File: config.mk
export PLATFORM = sky130hd
export DESIGN_NAME = hilo_regs
export DESIGN_NICKNAME = d
export VERILOG_FILES = /design/src/rtl/hilo_regs.sv
export SDC_FILE = /design/constraint.sdc
export NUM_CORES = 1
export LEC_CHECK = 0
export CAP_MARGIN = 20
export CELL_PAD_IN_SITES_DETAIL_PLACEMENT = 0
export CELL_PAD_IN_SITES_GLOBAL_PLACEMENT = 2
export CORE_MARGIN = 8
export CORE_UTILIZATION = 30
export CTS_CLUSTER_DIAMETER = 40
export DETAILED_ROUTE_END_ITERATION = 10
export DONT_BUFFER_PORTS = 1
export HOLD_SLACK_MARGIN = 0.15
export PLACE_DENSITY_LB_ADDON = 0.25
export SYNTH_ARGS = -nofsm -noshare
export SYNTH_HDL_FRONTEND = slang
export SYNTH_SLANG_ARGS = --single-unit
File: constraint.sdc
create_clock -name clk -period 2 [get_ports clk]
set_input_delay 0.4 -clock clk [delete_from_list [all_inputs] [get_ports clk]]
set_output_delay 0.4 -clock clk [all_outputs]
set_load 0.005 [all_outputs]
File: src/rtl/hilo_regs.sv
// hilo_regs
// ---------
// HI/LO result registers that sit directly after the integer multiplier.
// Internally the block counts the multiplier's fixed pipeline latency and
// captures the 2*BIT_WIDTH product into {HI,LO} when that count runs out. It
// also serves MFHI/MFLO reads and MTHI/MTLO writes, and stalls those requests
// while a product is still in flight.
//
// Parameters
//   BIT_WIDTH  data width; the product is 2*BIT_WIDTH wide
//   DELAY      multiplier latency in cycles (0 = combinational product).
//              This must match the DELAY of the multiplier that drives prod.
//
// Ports
//   clk         rising-edge clock
//   rst         synchronous, active-low reset
//   mult_start  a MULT is issued this cycle
//   prod        multiplier output; upper half goes to HI, lower half to LO
//   mthi/mtlo   write wr_data into HI / LO
//   wr_data     move-to data
//   mfhi/mflo   read request for HI / LO (mfhi wins if both are set)
//   rd_data     registered read data
//   rd_valid    one-cycle pulse: rd_data holds a fresh read result
//   busy        a product is pending (decoded from the counter register)
//   stall       combinational: this cycle's move request is refused
//   hi/lo       current HI/LO contents

module hilo_regs #(
    parameter int BIT_WIDTH = 32,
    parameter int DELAY     = 0
) (
    input  logic                   clk,
    input  logic                   rst,
    input  logic                   mult_start,
    input  logic [2*BIT_WIDTH-1:0] prod,
    input  logic                   mthi,
    input  logic                   mtlo,
    input  logic [BIT_WIDTH-1:0]   wr_data,
    input  logic                   mfhi,
    input  logic                   mflo,
    output logic [BIT_WIDTH-1:0]   rd_data,
    output logic                   rd_valid,
    output logic                   busy,
    output logic                   stall,
    output logic [BIT_WIDTH-1:0]   hi,
    output logic [BIT_WIDTH-1:0]   lo
);

    logic                 w_busy;
    logic                 w_capture;
    logic                 w_req;
    logic                 w_stall;
    logic                 w_rd_en;
    logic                 w_wr_hi;
    logic                 w_wr_lo;

    logic [BIT_WIDTH-1:0] r_hi;
    logic [BIT_WIDTH-1:0] r_lo;
    logic [BIT_WIDTH-1:0] r_rd_data;
    logic                 r_rd_valid;

    // ------------------------------------------------------------------
    // Latency tracking
    // ------------------------------------------------------------------
    generate
        if (DELAY == 0) begin : g_comb_mult
            // The product is already valid in the issue cycle, so it is
            // captured on that edge and nothing is ever pending.
            assign w_busy    = 1'b0;
            assign w_capture = rst & mult_start;
        end else begin : g_pipe_mult
            localparam int                 CNT_W    = $clog2(DELAY + 1);
            localparam logic [CNT_W-1:0]   CNT_LOAD = CNT_W'(DELAY);
            localparam logic [CNT_W-1:0]   CNT_ONE  = CNT_W'(1);

            logic [CNT_W-1:0] r_cnt;

            always_ff @(posedge clk) begin
                if (!rst) begin
                    r_cnt <= '0;
                end else if (mult_start) begin
                    // A new MULT restarts the count and drops whatever was
                    // pending before it.
                    r_cnt <= CNT_LOAD;
                end else if (r_cnt != '0) begin
                    r_cnt <= r_cnt - CNT_ONE;
                end
            end

            assign w_busy = (r_cnt != '0);

            // The capture on the last count is cancelled when a new MULT
            // reloads the counter on the same edge; that product is stale.
            assign w_capture = rst & (r_cnt == CNT_ONE) & ~mult_start;
        end
    endgenerate

    // ------------------------------------------------------------------
    // Request qualification
    // ------------------------------------------------------------------
    // A move request is refused while a product is pending and also in the
    // MULT issue cycle itself, so HI/LO cannot be read or overwritten ahead
    // of the capture. Because of that, a capture and a move-to write can
    // never happen on the same edge.
    assign w_req   = mthi | mtlo | mfhi | mflo;
    assign w_stall = rst & w_req & (w_busy | mult_start);

    assign w_rd_en = rst & ~w_stall & (mfhi | mflo);
    assign w_wr_hi = rst & ~w_stall & mthi;
    assign w_wr_lo = rst & ~w_stall & mtlo;

    // ------------------------------------------------------------------
    // HI/LO registers
    // ------------------------------------------------------------------
    always_ff @(posedge clk) begin
        if (!rst) begin
            r_hi <= '0;
            r_lo <= '0;
        end else if (w_capture) begin
            r_hi <= prod[2*BIT_WIDTH-1:BIT_WIDTH];
            r_lo <= prod[BIT_WIDTH-1:0];
        end else begin
            if (w_wr_hi) begin
                r_hi <= wr_data;
            end
            if (w_wr_lo) begin
                r_lo <= wr_data;
            end
        end
    end

    // ------------------------------------------------------------------
    // Read port
    // ------------------------------------------------------------------
    // The read samples HI/LO before any write on the same edge takes effect,
    // so a read paired with a write returns the old value.
    always_ff @(posedge clk) begin
        if (!rst) begin
            r_rd_data  <= '0;
            r_rd_valid <= 1'b0;
        end else begin
            r_rd_valid <= w_rd_en;
            if (w_rd_en) begin
                r_rd_data <= mfhi ? r_hi : r_lo;
            end
        end
    end

    assign rd_data  = r_rd_data;
    assign rd_valid = r_rd_valid;
    assign busy     = w_busy;
    assign stall    = w_stall;
    assign hi       = r_hi;
    assign lo       = r_lo;

endmodule

==> out/summary.log, run 1 <==
qor: status.run_status completed
qor: timing.rsz0062_at_grt false
qor: global_routing.combined_global_route_utilization_of_all_metal_layers 0.134
qor: clocking.cts_setup_buffers 0
qor: worst_setup_path.critical_path.top_delay_family compound AO/OA/AOI/OAI gates
qor: clocking.quantity_of_gates_resized_following_cts 0
qor: global_routing.grt_first_pass_wirelength 20,700 um
qor: clocking.cts_tree yes
qor: floorplan.io_pins 202
qor: synth.async_flop_share 0
qor: worst_setup_path.timing_worst_setup_path_type in2out
qor: clocking.holdBufCountCts 0
qor: placement.place.port_buffers 0
qor: worst_setup_path.path_max_fanout 33
qor: synth.synthMostInstantiatedCell dfxtp_1
qor: power.static-leakage-power 0.00239 uW
qor: synth.synth_top_family_by_area multiplexers
qor: placement.place_congestion 0.700
qor: synth.syn-num-nets 607
qor: worst_setup_path.timing.critical_path.from_type input port
qor: cells_and_area.post_route_cells_drive_above_1_share 0.0403
qor: clocking.worstSkewPairLatency 0.34 ns
qor: clocking.cts.sink_count 97
qor: synth.synth.cells.most_frequent 97 x dfxtp_1, 96 x mux2i_1, 64 x and2_1, 64 x nand2_1, 54 x o21ai_1
qor: placement.placed_cell_count 644
qor: synth.syn_area 4640 sq um
qor: timing.fmax 0.702 GHz
qor: cells_and_area.stdcell_area 4920 sq um
qor: timing.finalSetupViolCount 0
qor: cells_and_area.area.sequential 1940 sq um
qor: floorplan.start_util 0.306
qor: worst_setup_path.timing.critical_path.buf_inv 0
qor: clocking.tritoncts.num_buffers 9
qor: timing.final.period_utilization 0.712
qor: synth.synth_edf_count 0
qor: detailed_routing.dr.pass1.iters 4
qor: detailed_routing.totalWireLength 13,500 um
qor: cells_and_area.nFillCells 1,586
qor: timing.finalSetupTns 0 ns
qor: placement.post-place-ws 0.564 ns
qor: global_routing.grt_start_max_net_pins 131
qor: cells_and_area.antennaDiodeCount 0
qor: detailed_routing.post_drt_wl_per_cell 20.4 um
qor: power.vdd_drop_max 0.000351 V
qor: clocking.htree_levels 3
qor: floorplan.placementRows 45
qor: worst_setup_path.crit_path_end_kind output pin
qor: cells_and_area.nets 570
qor: synth.synthSimpleGateAreaFrac 0.177
qor: floorplan.die_w 140 um
qor: detailed_routing.drtAntennaViolNets 0
qor: detailed_routing.post-route-drc-count 0
qor: global_routing.antenna_found_initial 0
qor: detailed_routing.vias 3,366
qor: synth.synth_ff_type dfxtp_1
qor: cells_and_area.post_layout_nonfiller_instances 660
qor: timing.postLayoutSetupSlackWorst 0.575 ns
qor: clocking.clock_tree.buffer_depth 2
qor: floorplan.core_area 15,100 sq um
qor: synth.synth.top_cells.by_area dfxtp_1 42%, mux2i_1 21%, and2_1 8.6%, o211a_1 6.9%, o21ai_1 5.8%
qor: placement.detailed_place.area 4640 sq um
qor: synth.post_synth_xor_area_fraction 0
qor: global_routing.globalRoute.totalOverflow 0
qor: timing.min_period 1.42 ns
qor: clocking.path_clk_slew 0.07 ns
qor: run.maxCapViolCount 0
qor: synth.synth.ff_latch_count 97
qor: worst_setup_path.arrival 1.02 ns
qor: detailed_routing.route.detailed.vias_per_inst 5.10
qor: synth.synth_warnings 0
qor: timing.fin_skew 0.00572 ns
qor: timing.report.final.slew_viol_count 0
qor: synth.synth_mux_area_frac 0.207
qor: synth.synth-seq-area-share 0.419
qor: worst_setup_path.crit_required 1.60 ns
qor: detailed_routing.detailedRoute.firstIterationViolations 161
qor: synth.netlist_instances 504
qor: placement.place_hpwl 9150 um
qor: floorplan.design.die.area 19,700 sq um
qor: synth.synth_top_cell_by_area dfxtp_1
qor: timing.finalHoldViolations 0
qor: worst_setup_path.critPathSlowestCell o311a_1
qor: min_path.path_class_of_the_lowest_slack_min_delay_path in2reg
qor: floorplan.chip_height 140 um
qor: synth.synth.lib_cells_used.distinct 18
qor: cells_and_area.multi_input_area 2440 sq um
qor: power.power_density_over_the_cells 867 nW/um^2
qor: worst_setup_path.critical_path.cell_chain or2_1 > o311a_1
qor: synth.post-synth-top-area-fraction 0.419
qor: worst_setup_path.slowest_delay 0.34 ns
qor: global_routing.number_of_global_route_vias_before_repair 3,464
qor: synth.synth-compound-area-share 0.140
qor: cells_and_area.area.growth.synth_to_final 6.21%
qor: clocking.clk_root_buffer_cell clkbuf_16
qor: synth.synth_fa_ha_area_frac 0
qor: synth.synth_area_per_cell 9.20 sq um
[layer usage]
layer / vias up / global-route usage / routed length (um)
met1: 1552 / 0.156 / 5750
met4: 0 / 0.0531 / 206
met5: - / 0 / 0
met2: 128 / 0.208 / 5990
li1: 1674 / - / -
met3: 12 / 0.0612 / 1510
[cell families after synthesis]
group,Yosys count
flip-flops,97
other,1
buffers and inverters,50
AND/OR/NAND/NOR,163
AO/OA/AOI/OAI,97
multiplexers,96
[metrics by stage]
| step | hold slack (ns) | total power [uW] | util |
|---|---|---|---|
| CTS | 0.165 | 4350 | 0.325 |
| detailed placement | 0.535 | 2620 | 0.306 |
| finish | 0.185 | 4270 | 0.325 |
| global placement | 0.533 | 2610 | 0.306 |
| floorplan | 0.495 | 2620 | - |
| global route | 0.164 | 4490 | 0.325 |
[final cells by class]
class,instances,area share
flip-flops and latches,97,0.394
multi-input cells,357,0.496
repair buffers,2,0.00305
clock buffers,10,0.0465
clock inverters,6,0.0119
well taps,188,0.0478
[report_power, final]
group,internal [uW],switching [uW]
logic,221,148
clock network,964,738
registers,2060,136
total,3240,1020
[worst paths after layout]
kind              depth (start not counted)               startpoint  slack (ns)                        to
setup / recovery                          2                     mfhi        0.58                     stall
hold / removal                            1                      rst        0.19       hi[24]$_SDFFE_PN0P_
setup reg to reg                          3      hi[13]$_SDFFE_PN0P_        1.10  rd_data[13]$_SDFFE_PN0P_
hold reg to reg                           1  rd_data[9]$_SDFFE_PN0P_        0.56   rd_data[9]$_SDFFE_PN0P_
[state kept, by name (all words and copies together) (netlist names)]
name and flops:
hi 32, rd_data 32, rd_valid 1, lo 32
[layout by cell type (no fill, tap or decap), drive strengths merged]
cell type / n
dfxtp: 97
mux2i: 96
and2: 65
nand2: 64
o21ai: 64
nand3: 32
o211a: 32
clkbuf: 10
clkinv: 5
buf: 2
or2: 1
o311a: 1
nor2b: 1
conb: 1
bufinv: 1
Power figures use the tool's default switching activity.
==> inputs of run 2 (changes only) <==
clock period = 1.47 ns   (was 2 ns; I/O delays follow)
==> run 2 against run 1 <==
  * Hold slack lost 0.0043 ns
  * Count of clock-buffer cells in the layout rose by 4
  * Clock skew about the same
  * Sequential power is 36% higher
  * Critical path depth is 2 higher
  * Global-route usage rose by 0.32 points
  * Combinational power grew 71%
  * Wire length increased by 3.1%
  * Via count is 4.8% higher
  * Flip-flop and latch count is the same
  * Non-clock buffer count up 37
  * Critical endpoint is now rd_data[22]$_SDFFE_PN0P_
  * Largest power group unchanged
==> out/summary.log, run 2 (synthesized netlist as in run 1, its figures left out) <==
qor: status.run_status completed
qor: global_routing.grt_first_pass_wirelength 21,300 um
qor: cells_and_area.stdcell_area 5310 sq um
qor: detailed_routing.post-route-drc-count 0
qor: detailed_routing.detailedRoute.firstIterationViolations 166
qor: power.internal_power 4430 uW
qor: clocking.clk_root_buffer_cell clkbuf_16
qor: floorplan.chip_height 140 um
qor: timing.rsz0062_at_grt false
qor: floorplan.placementRows 45
qor: detailed_routing.totalWireLength 13,900 um
qor: timing.finalHoldViolations 0
qor: cells_and_area.area.sequential 1940 sq um
qor: cells_and_area.post_route_cells_drive_above_1_share 0.0490
qor: cells_and_area.area.growth.synth_to_final 14.6%
qor: timing.final.period_utilization 0.965
qor: timing.min_period 1.42 ns
qor: floorplan.design.die.area 19,700 sq um
qor: worst_setup_path.critPathSlowestCell dlygate4sd3_1
qor: worst_setup_path.slowest_delay 0.55 ns
qor: detailed_routing.drtAntennaViolNets 0
qor: power.vdd_drop_max 0.000497 V
qor: global_routing.combined_global_route_utilization_of_all_metal_layers 0.137
qor: floorplan.io_pins 202
qor: placement.place_congestion 0.693
qor: power.pwr-share-seq 0.515
qor: placement.place_hpwl 9060 um
qor: timing.finalSetupTns 0 ns
qor: floorplan.start_util 0.306
qor: timing.fin_skew 0.00574 ns
qor: global_routing.globalRoute.totalOverflow 0
qor: worst_setup_path.crit_path_end_kind register
qor: clocking.cts_tree yes
qor: worst_setup_path.path_max_fanout 33
qor: worst_setup_path.timing_worst_setup_path_type in2reg
qor: min_path.path_class_of_the_lowest_slack_min_delay_path in2reg
qor: timing.finalSetupViolCount 0
qor: clocking.clock_tree.buffer_depth 2
qor: cells_and_area.nets 608
qor: detailed_routing.route.detailed.vias_per_inst 5.05
qor: worst_setup_path.timing.critical_path.from_type input port
qor: power.combinationalPowerShare 0.109
qor: cells_and_area.nFillCells 1,609
qor: cells_and_area.multi_input_area 2450 sq um
qor: clocking.worstSkewPairLatency 0.34 ns
qor: placement.place.port_buffers 0
qor: clocking.tritoncts.num_buffers 9
qor: floorplan.core_area 15,100 sq um
qor: clocking.htree_levels 3
qor: clocking.path_clk_slew 0.06 ns
qor: power.power_switching_share 0.236
qor: power.total_switching_power 1370 uW
qor: timing.report.final.slew_viol_count 0
qor: worst_setup_path.arrival 1.65 ns
qor: global_routing.number_of_global_route_vias_before_repair 3,627
qor: power.part_of_the_power_in_the_clock_network 0.376
qor: detailed_routing.vias 3,526
qor: power.static-leakage-power 0.00261 uW
qor: global_routing.antenna_found_initial 0
qor: cells_and_area.layout.cells.most_common_list 96 x mux2i_1, 96 x dfxtp_1, 64 x nand2_1, 64 x and2_1, 54 x o21ai_1
qor: clocking.cts.sink_count 97
qor: detailed_routing.post_drt_wl_per_cell 19.9 um
qor: placement.detailed_place.area 4660 sq um
qor: power.power_density_over_the_cells 1090 nW/um^2
qor: cells_and_area.antennaDiodeCount 0
qor: floorplan.die_w 140 um
qor: worst_setup_path.crit_required 1.70 ns
qor: global_routing.grt_start_max_net_pins 131
qor: worst_setup_path.critical_path.cell_chain or2_1 > and2_4 > o211a_1 > dlygate4sd3_1
qor: timing.fmax 0.705 GHz
qor: detailed_routing.dr.pass1.iters 4
qor: run.maxCapViolCount 0
[run 2: metrics by stage]
step	setup slack, ns	hold WS [ns]	std cells	total power, uW	util
after floorplan	0.0506	0.495	504	3570	-
after global placement	0.246	0.426	645	3560	0.307
after detailed placement	0.207	0.428	645	3570	0.307
after CTS	0.0424	0.161	693	5920	0.348
after global routing	0.00936	0.166	698	6120	0.351
final	0.0519	0.181	698	5800	0.351
[run 2: final cells by class]
| class | count | share of cell area |
|---|---|---|
| clock inverters | 2 | 0.00235 |
| well taps | 188 | 0.0443 |
| clock buffers | 14 | 0.0497 |
| repair buffers | 39 | 0.0765 |
| multi-input cells | 358 | 0.462 |
| flip-flops and latches | 97 | 0.366 |
[run 2: final timing paths]
path	startpoint	to	slack (ns)	depth (start not counted)
min	prod[3]	lo[3]$_SDFFE_PN0P_	0.18	3
min reg2reg	rd_data[19]$_SDFFE_PN0P_	rd_data[19]$_SDFFE_PN0P_	0.55	1
max	mfhi	rd_data[22]$_SDFFE_PN0P_	0.05	4
max reg2reg	hi[22]$_SDFFE_PN0P_	rd_data[22]$_SDFFE_PN0P_	0.10	4
[run 2: timing repair]
action                                 CTS  global route
hold buffers                            32             0
endpoints found under the hold margin   96             0
gates resized for setup                  0             2
buffers inserted                         0             4
setup endpoints to repair                0             4
[run 2: critical path, delay by kind of cell]
family,cells,cell delay (ns)
buffers and inverters,1,0.55
AO/OA/AOI/OAI,1,0.21
AND/OR/NAND/NOR,2,0.57
[run 2: layer usage]
layer	routed length [um]	track usage
met5	0	0
met4	201	0.0537
met3	1500	0.0612
met2	6350	0.219
met1	5810	0.156
[run 2: power by group through the flow]
stage | Combinational, uW | Clock (uW) | Sequential [uW]
6_report | 631 | 2180 | 2990
5_1_grt | 717 | 2390 | 3020
4_1_cts | 625 | 2290 | 3000
3_5_place_dp | 514 | 0 | 3060
3_3_place_gp | 499 | 0 | 3060
2_1_floorplan | 588 | 0 | 2980
==> inputs of run 3 (changes only) <==
CORE_MARGIN = not set   (was 8)
CTS_BUF_LIST = sky130_fd_sc_hd__clkbuf_2   (was not set)
TNS_END_PERCENT = 50   (was not set)
==> run 3 against run 2 <==
  * The run now fails in clock tree synthesis (4_1_cts)
  * Synthesized area unchanged
  * Synthesized cell count unchanged
==> out/summary.log, run 3 <==
qor: synth.syn-num-nets 607
qor: synth.netlist_instances 504
qor: synth.synth_edf_count 0
qor: synth.syn_area 4640 sq um
qor: placement.place.port_buffers 0
qor: clocking.htree_levels 3
qor: status.err [ERROR RSZ-0060] Max buffer count reached.
qor: clocking.clk_root_buffer_cell clkbuf_2
qor: floorplan.io_pins 202
qor: synth.synth_area_per_cell 9.20 sq um
qor: clocking.quantity_of_gates_resized_following_cts 0
qor: synth.synth.lib_cells_used.distinct 18
qor: synth.synth_fa_ha_area_frac 0
qor: placement.post-place-ws 0.238 ns
qor: synth.synth_top_family_by_area multiplexers
qor: synth.synthMostInstantiatedCell dfxtp_1
qor: synth.synth_top_cell_by_area dfxtp_1
qor: synth.post_synth_xor_area_fraction 0
qor: synth.synth.ff_latch_count 97
qor: placement.place_hpwl 8030 um
qor: synth.synth.cells.most_frequent 97 x dfxtp_1, 96 x mux2i_1, 64 x and2_1, 64 x nand2_1, 54 x o21ai_1
qor: status.failing_step clock tree synthesis (4_1_cts)
qor: clocking.cts.sink_count 97
qor: clocking.cts_setup_buffers 0
qor: synth.synth_warnings 0
qor: floorplan.placementRows 45
qor: floorplan.die_w 126 um
qor: synth.synth_mux_area_frac 0.207
qor: floorplan.start_util 0.306
qor: placement.place_congestion 0.704
qor: synth.synth-compound-area-share 0.140
qor: synth.post-synth-top-area-fraction 0.419
qor: floorplan.chip_height 126 um
qor: synth.synth-seq-area-share 0.419
qor: synth.async_flop_share 0
qor: clocking.tritoncts.num_buffers 9
qor: synth.synth_ff_type dfxtp_1
qor: synth.synth.top_cells.by_area dfxtp_1 42%, mux2i_1 21%, and2_1 8.6%, o211a_1 6.9%, o21ai_1 5.8%
qor: clocking.clock_tree.buffer_depth 2
qor: synth.synthSimpleGateAreaFrac 0.177
qor: clocking.holdBufCountCts 134
qor: status.run_status did not finish
qor: placement.placed_cell_count 646
## run 3: cell counts after synthesis
Identical to the previous run, type by type.
## run 3: kinds of logic after synthesis
| kind of cell | Yosys count |
|---|---|
| flip-flops | 97 |
| buffers and inverters | 50 |
| multiplexers | 96 |
| AO/OA/AOI/OAI | 97 |
| AND/OR/NAND/NOR | 163 |
| other | 1 |
## run 3: stage by stage
stage / cell area [sq um] / util / hold WS, ns
after detailed placement: 4650 / 0.307 / 0.426
after floorplan: 4640 / - / 0.495
after global placement: 4650 / 0.307 / 0.425
==> inputs of run 4 (changes only) <==
CELL_PAD_IN_SITES_DETAIL_PLACEMENT = not set   (was 0)
CELL_PAD_IN_SITES_GLOBAL_PLACEMENT = not set   (was 2)
CORE_UTILIZATION = 20   (was 30)
CTS_BUF_LIST = not set   (was sky130_fd_sc_hd__clkbuf_2)
CTS_CLUSTER_DIAMETER = not set   (was 40)
HOLD_SLACK_MARGIN = not set   (was 0.15)
PLACE_DENSITY_LB_ADDON = 0.15   (was 0.25)
==> run 4 against run 3 <==
  * The flow now finishes without violations
==> out/summary.log, run 4 (synthesized netlist as in run 1, its figures left out) <==
qor: clocking.tritoncts.num_buffers 9
qor: floorplan.chip_height 154 um
qor: global_routing.grt_first_pass_wirelength 21,000 um
qor: worst_setup_path.critPathSlowestCell o311a_1
qor: detailed_routing.detailedRoute.firstIterationViolations 210
qor: global_routing.antenna_found_initial 0
qor: power.combinationalPowerShare 0.088
qor: cells_and_area.final_common_cell dfxtp_1
qor: detailed_routing.post_drt_wl_per_cell 18.3 um
qor: timing.report.final.slew_viol_count 0
qor: floorplan.die_w 154 um
qor: cells_and_area.nets 572
qor: worst_setup_path.critical_path.top_delay_family compound AO/OA/AOI/OAI gates
qor: power.total_switching_power 1450 uW
qor: floorplan.start_util 0.204
qor: clocking.path_clk_slew 0.08 ns
qor: power.vdd_drop_max 0.000350 V
qor: timing.final.period_utilization 0.850
qor: floorplan.design.die.area 23,800 sq um
qor: power.total_power 5760 uW
qor: power.part_of_the_power_in_the_clock_network 0.393
qor: clocking.htree_levels 3
qor: timing.finalSetupViolCount 0
qor: cells_and_area.layout.cells.most_common_list 97 x dfxtp_1, 96 x mux2i_1, 64 x nand2_1, 64 x and2_1, 54 x o21ai_1
qor: placement.place_hpwl 9140 um
qor: power.pwr-share-seq 0.519
qor: global_routing.grt_start_max_net_pins 131
qor: clocking.worstSkewPairLatency 0.35 ns
qor: worst_setup_path.slowest_delay 0.33 ns
qor: clocking.cts_setup_buffers 0
qor: cells_and_area.area.growth.synth_to_final 9.04%
qor: floorplan.placementRows 55
qor: clocking.clk_root_buffer_cell clkbuf_16
qor: floorplan.io_pins 202
qor: clocking.cts.sink_count 97
qor: min_path.path_class_of_the_lowest_slack_min_delay_path in2reg
qor: worst_setup_path.timing.critical_path.buf_inv 0
qor: global_routing.globalRoute.totalOverflow 0
qor: cells_and_area.final_core_util 0.223
qor: worst_setup_path.timing.critical_path.from_type input port
qor: power.static-leakage-power 0.00238 uW
qor: detailed_routing.dr.pass1.iters 4
qor: power.power_switching_share 0.253
qor: worst_setup_path.arrival 0.96 ns
qor: detailed_routing.route.detailed.vias_per_inst 4.43
qor: timing.fmax 0.800 GHz
qor: timing.min_period 1.25 ns
qor: worst_setup_path.path_max_fanout 33
qor: detailed_routing.post-route-drc-count 0
qor: placement.place.port_buffers 0
qor: clocking.clock_tree.buffer_depth 2
qor: worst_setup_path.timing_worst_setup_path_type in2out
qor: status.run_status completed
qor: timing.fin_skew 0.0104 ns
qor: clocking.holdBufCountCts 0
qor: timing.rsz0062_at_grt false
qor: cells_and_area.antennaDiodeCount 0
qor: cells_and_area.post_route_cells_drive_above_1_share 0.0485
qor: global_routing.combined_global_route_utilization_of_all_metal_layers 0.116
qor: placement.place_congestion 0.704
qor: detailed_routing.totalWireLength 13,900 um
qor: worst_setup_path.critical_path.cell_chain or2_2 > o311a_1
qor: timing.finalHoldViolations 0
qor: clocking.cts_tree yes
qor: clocking.quantity_of_gates_resized_following_cts 0
qor: detailed_routing.vias 3,362
qor: detailed_routing.drtAntennaViolNets 0
qor: timing.finalSetupTns 0 ns
qor: power.power_density_over_the_cells 1140 nW/um^2
qor: power.internal_power 4300 uW
qor: timing.finalHoldWorstSlack 0.0715 ns
qor: floorplan.core_area 22,700 sq um
qor: worst_setup_path.crit_path_end_kind output pin
qor: global_routing.number_of_global_route_vias_before_repair 3,417
qor: worst_setup_path.crit_required 1.18 ns
qor: run.maxCapViolCount 0
-- run 4: path summary, 6_finish.rpt --
check / to / slack [ns] / startpoint / depth (start not counted)
max reg2reg: rd_data[23]$_SDFFE_PN0P_ / 0.53 / hi[23]$_SDFFE_PN0P_ / 3
min: hi[3]$_SDFFE_PN0P_ / 0.07 / rst / 1
min reg2reg: rd_data[21]$_SDFFE_PN0P_ / 0.55 / rd_data[21]$_SDFFE_PN0P_ / 1
max: stall / 0.22 / mfhi / 2
-- run 4: routing by layer --
metal	part of all wire	vias to the layer above	GRT usage
met3	0.089	10	0.0429
li1	-	1673	-
met1	0.44	1555	0.140
met5	0	-	0
met4	0.013	0	0.0453
met2	0.46	124	0.189
-- run 4: final cells by class --
class / instances / area, sq um
flip-flops and latches: 97 / 1940
clock inverters: 6 / 43.8
repair buffers: 4 / 30.0
multi-input cells: 357 / 2440
clock buffers: 10 / 239
well taps: 285 / 357
fillers: 2492 / 17700
-- run 4: power groups by stage --
stage          combinational [uW]  sequential [uW]  clock (uW)
4_1_cts                       519             2990        2410
6_report                      508             2990        2260
3_5_place_dp                  517             3050           0
5_1_grt                       582             3010        2500
3_3_place_gp                  503             3060           0
2_1_floorplan                 588             2980           0
-- run 4: metrics by stage --
step | setup WS [ns] | instances | instance area, sq um
after global routing | 0.209 | 759 | 5060
after global placement | 0.210 | 743 | 4770
after CTS | 0.223 | 759 | 5060
after detailed placement | 0.182 | 743 | 4770
final | 0.220 | 759 | 5060
after floorplan | 0.0506 | 504 | 4640
